===== src/rtl/fpu_pkg.sv =====
// fpu_pkg: shared FP class encoding, flag indices and bit-pattern helpers
package fpu_pkg;
  typedef enum logic [1:0] {FP_ZERO, FP_NORM, FP_INF, FP_NAN} fp_class_e;
  localparam int FLG_NX = 0;
  localparam int FLG_UF = 1;
  localparam int FLG_OV = 2;
  localparam int FLG_NV = 3;
  localparam int FLG_W  = 4;
  function automatic int fp_bias(input int exp_w);
    return (1 << (exp_w - 1)) - 1;
  endfunction
  function automatic logic [127:0] fp_inf(input int exp_w, input int man_w);
    return ((128'(1) << exp_w) - 128'(1)) << man_w;
  endfunction
  function automatic logic [127:0] fp_qnan(input int exp_w, input int man_w);
    return fp_inf(exp_w, man_w) | (128'(1) << (man_w - 1));
  endfunction
  function automatic fp_class_e fp_classify(input logic exp_zero, input logic exp_ones, input logic man_zero);
    return exp_zero ? FP_ZERO : !exp_ones ? FP_NORM : man_zero ? FP_INF : FP_NAN;
  endfunction
endpackage


===== src/rtl/fpu_round_rne.sv =====
// fpu_round_rne: round-to-nearest-even of a mantissa given guard and sticky bits
module fpu_round_rne #(
  parameter int MAN_W = 23
) (
  input  logic [MAN_W-1:0] man_i,
  input  logic             guard_i,
  input  logic             sticky_i,
  output logic [MAN_W-1:0] man_o,
  output logic             carry_o,
  output logic             inexact_o
);
  assign {carry_o, man_o} = {1'b0, man_i} + (MAN_W+1)'(guard_i & (sticky_i | man_i[0]));
  assign inexact_o = guard_i | sticky_i;
endmodule


===== src/rtl/fpu_mult_pipe.sv =====
// fpu_mult_pipe: 3-stage valid/ready IEEE-754 multiplier with RNE, FTZ and exception flags
module fpu_mult_pipe
  import fpu_pkg::*;
#(
  parameter  int EXP_W = 8,
  parameter  int MAN_W = 23,
  localparam int WIDTH = 1 + EXP_W + MAN_W
) (
  input  logic             clk,
  input  logic             rst,
  input  logic             in_valid,
  output logic             in_ready,
  input  logic [WIDTH-1:0] A,
  input  logic [WIDTH-1:0] B,
  output logic             out_valid,
  input  logic             out_ready,
  output logic [WIDTH-1:0] result,
  output logic             overflow,
  output logic             underflow,
  output logic             invalid,
  output logic             inexact
);
  localparam int PW = 2 * MAN_W + 2;
  localparam int EW = EXP_W + 2;
  localparam logic signed [EW-1:0] BIAS = EW'(fp_bias(EXP_W));
  localparam logic signed [EW-1:0] EMAX = EW'((1 << EXP_W) - 1);
  localparam logic [WIDTH-1:0] INF  = WIDTH'(fp_inf(EXP_W, MAN_W));
  localparam logic [WIDTH-1:0] QNAN = WIDTH'(fp_qnan(EXP_W, MAN_W));
  logic v1_q, v2_q, v3_q, en1, en2, en3;
  assign en3 = !v3_q | out_ready;
  assign en2 = !v2_q | en3;
  assign en1 = !v1_q | en2;
  assign in_ready = en1;
  logic [EXP_W-1:0] ea, eb;
  logic [MAN_W-1:0] ma, mb;
  assign {ea, ma} = A[WIDTH-2:0];
  assign {eb, mb} = B[WIDTH-2:0];
  fp_class_e ca_d, cb_d, s1_ca_q, s1_cb_q, s2_ca_q, s2_cb_q;
  logic s1_sign_q, s2_sign_q, s2_nx_q;
  logic [PW-1:0] s1_p_d, s1_p_q, pn;
  logic signed [EW-1:0] s1_e_d, s1_e_q, s2_e_d, s2_e_q;
  logic [MAN_W-1:0] rman, s2_man_q;
  logic rcarry, rnx;
  assign ca_d   = fp_classify(ea == '0, &ea, ma == '0);
  assign cb_d   = fp_classify(eb == '0, &eb, mb == '0);
  assign s1_p_d = PW'({1'b1, ma}) * PW'({1'b1, mb});
  assign s1_e_d = EW'(ea) + EW'(eb) - BIAS;
  assign pn = s1_p_q[PW-1] ? s1_p_q : s1_p_q << 1;
  fpu_round_rne #(.MAN_W(MAN_W)) u_round (
    .man_i    (pn[PW-2 -: MAN_W]),
    .guard_i  (pn[MAN_W]),
    .sticky_i (|pn[MAN_W-1:0]),
    .man_o    (rman),
    .carry_o  (rcarry),
    .inexact_o(rnx)
  );
  assign s2_e_d = s1_e_q + EW'(s1_p_q[PW-1]) + EW'(rcarry);
  logic nan, inf, zero, nv, ovf, unf, special;
  logic [WIDTH-1:0] res_d, res_q, sinf, szero;
  logic [FLG_W-1:0] flg_d, flg_q;
  assign nan     = s2_ca_q == FP_NAN || s2_cb_q == FP_NAN;
  assign inf     = s2_ca_q == FP_INF || s2_cb_q == FP_INF;
  assign zero    = s2_ca_q == FP_ZERO || s2_cb_q == FP_ZERO;
  assign nv      = nan | (inf & zero);
  assign special = nan | inf | zero;
  assign ovf     = s2_e_q >= EMAX;
  assign unf     = s2_e_q[EW-1] | ~|s2_e_q;
  assign sinf    = {s2_sign_q, INF[WIDTH-2:0]};
  assign szero   = {s2_sign_q, {(WIDTH-1){1'b0}}};
  assign res_d   = nv ? QNAN : (inf | (!zero & ovf)) ? sinf : (zero | unf) ? szero :
                   {s2_sign_q, s2_e_q[EXP_W-1:0], s2_man_q};
  always_comb begin
    flg_d = '0;
    flg_d[FLG_NV] = nv;
    flg_d[FLG_OV] = !special & ovf;
    flg_d[FLG_UF] = !special & !ovf & unf;
    flg_d[FLG_NX] = !special & (ovf | unf | s2_nx_q);
  end
  always_ff @(posedge clk) begin
    if (rst) begin
      v1_q  <= 1'b0;
      v2_q  <= 1'b0;
      v3_q  <= 1'b0;
      res_q <= '0;
      flg_q <= '0;
    end else begin
      if (en1) v1_q <= in_valid;
      if (en2) v2_q <= v1_q;
      if (en3) v3_q <= v2_q;
      if (en3 && v2_q) begin
        res_q <= res_d;
        flg_q <= flg_d;
      end
    end
    if (en1 && in_valid) begin
      s1_sign_q <= A[WIDTH-1] ^ B[WIDTH-1];
      s1_ca_q   <= ca_d;
      s1_cb_q   <= cb_d;
      s1_p_q    <= s1_p_d;
      s1_e_q    <= s1_e_d;
    end
    if (en2 && v1_q) begin
      s2_sign_q <= s1_sign_q;
      s2_ca_q   <= s1_ca_q;
      s2_cb_q   <= s1_cb_q;
      s2_e_q    <= s2_e_d;
      s2_man_q  <= rman;
      s2_nx_q   <= rnx;
    end
  end
  assign out_valid = v3_q;
  assign result    = res_q;
  assign overflow  = flg_q[FLG_OV];
  assign underflow = flg_q[FLG_UF];
  assign invalid   = flg_q[FLG_NV];
  assign inexact   = flg_q[FLG_NX];
endmodule

===== config.mk =====
export PLATFORM = sky130hd
export DESIGN_NAME = fpu_mult_pipe
export DESIGN_NICKNAME = d
export VERILOG_FILES = /design/src/rtl/fpu_pkg.sv /design/src/rtl/fpu_round_rne.sv /design/src/rtl/fpu_mult_pipe.sv
export SDC_FILE = /design/constraint.sdc
export NUM_CORES = 2
export LEC_CHECK = 0
export CELL_PAD_IN_SITES_DETAIL_PLACEMENT = 1
export CELL_PAD_IN_SITES_GLOBAL_PLACEMENT = 1
export CORE_AREA = 2 2 235 237
export DETAILED_ROUTE_END_ITERATION = 8
export DIE_AREA = 0 0 237 239
export PLACE_DENSITY = 0.79
export SYNTH_ARGS = -nofsm -noshare
export SYNTH_HDL_FRONTEND = slang
export SYNTH_HIERARCHICAL = 1
export SYNTH_SLANG_ARGS = --single-unit

===== constraint.sdc =====
create_clock -name clk -period 14.91 [get_ports clk]
set_input_delay 2.2365 -clock clk [delete_from_list [all_inputs] [get_ports clk]]
set_output_delay 2.2365 -clock clk [all_outputs]
set_load 0.005 [all_outputs]

Word level (Yosys, flattened, before mapping)

Index checks and enable logic that the tools add are counted.

Output and inout port bits: 38
Word-level logic and storage cells: 85
Flip-flop bits (word level): 141
Bits of input ports: 68

Multiplexer cells: 8
Multipliers: 1
Order comparisons: 1
Bitwise operators: 23
Reduce and logical (&&, ||, !) cells: 25
Add/subtract/negate cells: 5
Equal/unequal tests: 4

Operator list:

| cell                                                                    | count |
|---|---|
| 31-bit two-way mux                                                      | 2 |
| 24-bit by 24-bit multiplier with 48-bit output                          | 1 |
| 47-bit two-way mux                                                      | 1 |
| 23-bit zero test                                                        | 2 |
| 32-bit two-way mux                                                      | 1 |
| 23-bit by 24-bit adder with 24-bit output                               | 1 |
| 1-bit by 24-bit bitwise AND with 24-bit output                          | 1 |
| 23-bit OR reduction                                                     | 1 |
| 10-bit by 1-bit adder with 10-bit output                                | 2 |
| 8-bit zero test                                                         | 2 |
| 8-bit AND reduction                                                     | 2 |
| 1-bit OR                                                                | 13 |
| 10-bit by 9-bit >= comparator with 1-bit output (second input constant) | 1 |
| 10-bit OR reduction                                                     | 1 |
| 9-bit by 7-bit subtractor with 10-bit output (second input constant)    | 1 |
| 8-bit by 8-bit adder with 9-bit output                                  | 1 |
| 2-bit equality test (second input constant)                             | 4 |
| 1-bit zero test                                                         | 7 |
| 1-bit bitwise AND                                                       | 6 |
| 2-bit zero test                                                         | 2 |
| 1-bit two-way mux                                                       | 4 |
| 2-bit OR reduction                                                      | 2 |
| 1-bit logical AND                                                       | 3 |
| 1-bit logical OR                                                        | 3 |
| 2 further kinds                                                         | 3 |

Longest topological paths before layout

Depth in word-level cells: 7
Gate-level depth with buffers: 26
Gate-level depth less buffers: 24

Cells and area by module

The synthesis kept the hierarchy.

By module, submodules not included:

| module        | area each (um^2) | sequential area each (um^2) | cells each | instances |
|---|---|---|---|---|
| fpu_mult_pipe | 24,603.6         | 3,843.7                     | 2,604      | 1 |
| fpu_round_rne | 503.0            | 0.0                         | 72         | 1 |

Least setup slack after synthesis

OpenSTA, ideal clock, no wires.

Path kind: input port to flip-flop
From: input port B[3]
To: register s1_p_q[47], data pin
Data arrival time: 8.520 ns
Path slack: 6.118 ns
Buffers on the path: 2
Data required time: 14.638 ns
Setup time: 0.272 ns
Stages: 25
Cells stage by stage: clkbuf_1 nand2_1 fa_1 inv_1 fa_1 inv_1 fa_1 inv_1 fa_1 inv_1 fa_1 inv_1 fa_1 inv_1 fa_1 inv_1 ha_1 clkbuf_1 a21oi_1 o21bai_1 a221o_1 a311o_1 and4_4 nor3b_1 or4_1

Cells in the longest elaborated chain, start to end: 1

RTL lines:

| element                                        | RTL line            | source |
|---|---|---|
| from (decl)                                    | fpu_mult_pipe.sv:14 | `input logic [WIDTH-1:0] B,` |
| 24-bit by 24-bit multiplier with 48-bit output | fpu_mult_pipe.sv:46 | `assign s1_p_d = PW'({1'b1, ma}) * PW'({1'b1, mb});` |
| named net s1_p_d[47]                           | fpu_mult_pipe.sv:40 | `logic [PW-1:0] s1_p_d, s1_p_q, pn;` |
| to (signal assigned)                           | fpu_mult_pipe.sv:99 | `s1_p_q <= s1_p_d;` |
| to (decl)                                      | fpu_mult_pipe.sv:40 |  |

The timed path passes the listed nets, and every way through them passes these cells.
A chain may end at the register's enable or synchronous reset.

Worst setup path after layout

From: input port A[8]
To: register s1_p_q[47], data pin

Cells in the longest elaborated chain, start to end: 1

RTL lines:

| element                                        | RTL line            | source |
|---|---|---|
| from (decl)                                    | fpu_mult_pipe.sv:13 | `input logic [WIDTH-1:0] A,` |
| 24-bit by 24-bit multiplier with 48-bit output | fpu_mult_pipe.sv:46 |  |
| named net s1_p_d[47]                           | fpu_mult_pipe.sv:40 |  |

The timed path passes the listed nets, and every way through them passes these cells.

==> impl_metrics.json <==
{
  "start_kind": "input pin",
  "min_from": "s1_ca_q[1]",
  "cpMaxStageDelayCell": "clkdlybuf4s50_1",
  "num_rows": 86,
  "clock_sinks": 141,
  "min_path_type": "reg -> reg",
  "setup_violations": 0,
  "syn_nets": 3420,
  "core_area_mm2": 0.0543,
  "clk_latency_ns": 0.43,
  "period_share_pct": 67.1,
  "port_buffers": 105,
  "syn_to_final_growth_pct": 9.26,
  "synth_top_flop_cell": "edfxtp_1",
  "io_pins": 106,
  "route.vias.total": 18900,
  "path_cells": "clkdlybuf4s50_1, inv_1, nor2_1, fa_1, fa_1, inv_1, fa_1, inv_1, fa_1, inv_1, fa_1, inv_1, fa_1, inv_1, fa_1, inv_1, ha_1, a21oi_1, o21bai_1, a221o_1, a311o_1, and4_4, nor3b_1, or4_1",
  "hold_buffers": 0,
  "wl_mm": 76.5,
  "layout-drive-gt1-share_pct": 4.25,
  "synth.avg_cell_area_um2": 9.38,
  "insertedDiodeCount": 0,
  "final-hold-violation-count": 0,
  "reg2reg_from": "s1_p_q[47]",
  "tns_ns": 0,
  "critPathMaxFanout": 22,
  "rsz0062_at_grt": "no",
  "first_pass_iters": 5,
  "ctsHtreeMaxLevel": 4,
  "place_worst_setup_slack_ns": 4.54,
  "holdWs_ns": 0.421,
  "via_per_inst": 5.50,
  "dieArea_mm2": 0.0566,
  "async_flop_share_pct": 0,
  "synth_edf_count": 102,
  "layout_common_cells": "597 x inv_1, 484 x fa_1, 295 x nand2_1, 254 x and2_1, 192 x ha_1",
  "drtAntennaViolNets": 0,
  "cts_root_buf": "clkbuf_16",
  "cts_tree": "built",
  "post_drt_wl_per_cell_um": 22.3,
  "timing_worst_setup_path_type": "in -> reg",
  "cts.clk_slew.worst_paths_ns": 0.06,
  "min_to": "s2_ca_q[1]",
  "grt_start_max_net_pins": 64,
  "cts_buffers": 17,
  "fin_nets": 3459,
  "fin_util_pct": 50.5,
  "maxSlewViolCount": 0,
  "ys_seq_elements": 141,
  "gp_congestion": 0.936,
  "r2r-end": "s2_e_q[9]",
  "ys_warn_count": 6,
  "relSlewSlack_pct": 17.3,
  "synthDistinctLibCells": 66,
  "r2r_cells": 14,
  "max_stage_delay_ns": 1.16,
  "die_h_um": 239,
  "grt.total_usage_pct": 28.0,
  "tightest_slew_ns": 1.24,
  "rrSetupSlack_ns": 11.12,
  "final_common_cell": "inv_1",
  "setup.worst_path.end_class": "flip-flop",
  "clockBufferDepth": 2,
  "maxCapViolations": 0,
  "die_w_um": 237,
  "outcome": "completed",
  "critical_path_arrival_ns": 10.16,
  "yosysSeqAreaShare_pct": 15.3,
  "fill_cells": 6154,
  "cp.required_ns": 15.06,
  "drt-initial-drc-count": 966,
  "grt_pass1_wl_mm": 121,
  "setup_ws_ns": 4.91,
  "gr-total-overflow": 0,
  "min_period_ns": 10.00,
  "hpwl_mm": 59.4,
  "grt_pass1_vias": 21800,
  "synth_area_mm2": 0.0251,
  "whs_path_depth": 0,
  "cts-resized-gates": 0,
  "synthCells": 2676,
  "post_cts_buffers": 0,
  "start_util_pct": 46.2,
  "clock_skew_ns": 0.00933,
  "antenna_found_initial": 3,
  "drc": 0,
  "fmax_ghz": 0.100
}
## logic make-up (layout without fill, tap and decap cells)
| kind of cell | count (synthesis) | in the layout | share of synthesized area [%] |
|---|---|---|---|
| muxes | 25 | 25 | 1.12 |
| AOI/OAI and AO/OA | 210 | 210 | 5.57 |
| xor gates and xnor gates | 76 | 76 | 2.65 |
| and+or+nand+nor | 819 | 819 | 16.3 |
| adders and majority gates | 676 | 676 | 48.2 |
| buffers and inverters | 729 | 781 | 10.9 |
| DFF | 141 | 141 | 15.3 |
## flip-flops by register name, indices dropped and copies added, names as in the netlist, 2 cells and up
signal and count:
s2_e_q 10, s1_cb_q 2, s2_man_q 23, result 32, s1_e_q 10, s1_p_q 48, s1_ca_q 2, s2_ca_q 2
flg_q 4, s2_cb_q 2
## cell type report
class | count | area [µm²] | share of cell area [%]
Tap cell | 704 | 881 | 3.21
Clock inverter | 14 | 97.6 | 0.356
Inverter | 599 | 2250 | 8.20
Sequential cell | 141 | 3840 | 14.0
Timing Repair Buffer | 150 | 1390 | 5.06
Multi-Input combinational cell | 1806 | 18500 | 67.6
Clock buffer | 18 | 429 | 1.56
## cells in the mapped netlist (24+ instances only)
library cell | number | area (µm²)
a21o_1 | 25 | 188
a21oi_1 | 62 | 310
a22oi_1 | 25 | 188
and2_1 | 254 | 1590
clkbuf_1 | 125 | 469
dfxtp_1 | 39 | 781
edfxtp_1 | 102 | 3060
fa_1 | 484 | 9690
ha_1 | 192 | 2400
inv_1 | 597 | 2240
mux2_2 | 24 | 270
nand2_1 | 295 | 1110
nand3_1 | 27 | 135
nand4_1 | 27 | 169
nor2_1 | 115 | 432
nor3_1 | 30 | 150
nor4_1 | 25 | 156
o21ai_0 | 28 | 140
xnor2_1 | 50 | 438
xor2_1 | 26 | 228
## per-stage QoR
step	area (µm²)	cells
floorplan	25100	2676
global placement	26900	3400
finish	27400	3432
detailed placement	26900	3400
CTS	27400	3432
global route	27400	3432
## critical path: cells and delay by family
kind	cells	cell delay (ns)
and+or+nand+nor	4	1.06
buffers and inverters	8	1.85
AOI/OAI and AO/OA	4	1.10
adders and majority gates	8	3.88
## worst max path at each step
stage / start / to / slack [ns]
global route: A[8] / s1_p_q[47] / 4.66
floorplan: B[3] / s1_p_q[47] / 6.12
global placement: A[8] / s1_p_q[47] / 4.71
detailed placement: A[8] / s1_p_q[47] / 4.54
CTS: A[8] / s1_p_q[47] / 4.99
finish: A[8] / s1_p_q[47] / 4.91
## routing by layer
metal  global-route usage, %  up-vias  wire length [µm]
li1                        -     8223                 -
met1                    34.4     9795             30500
met2                    50.0      691             38200
met3                    4.24      162              5150
met4                    9.95        2              2680
met5                       0        -                 9
Power is not shown: default switching activity piles up to over one toggle a cycle in this logic, so the estimate is an artifact.
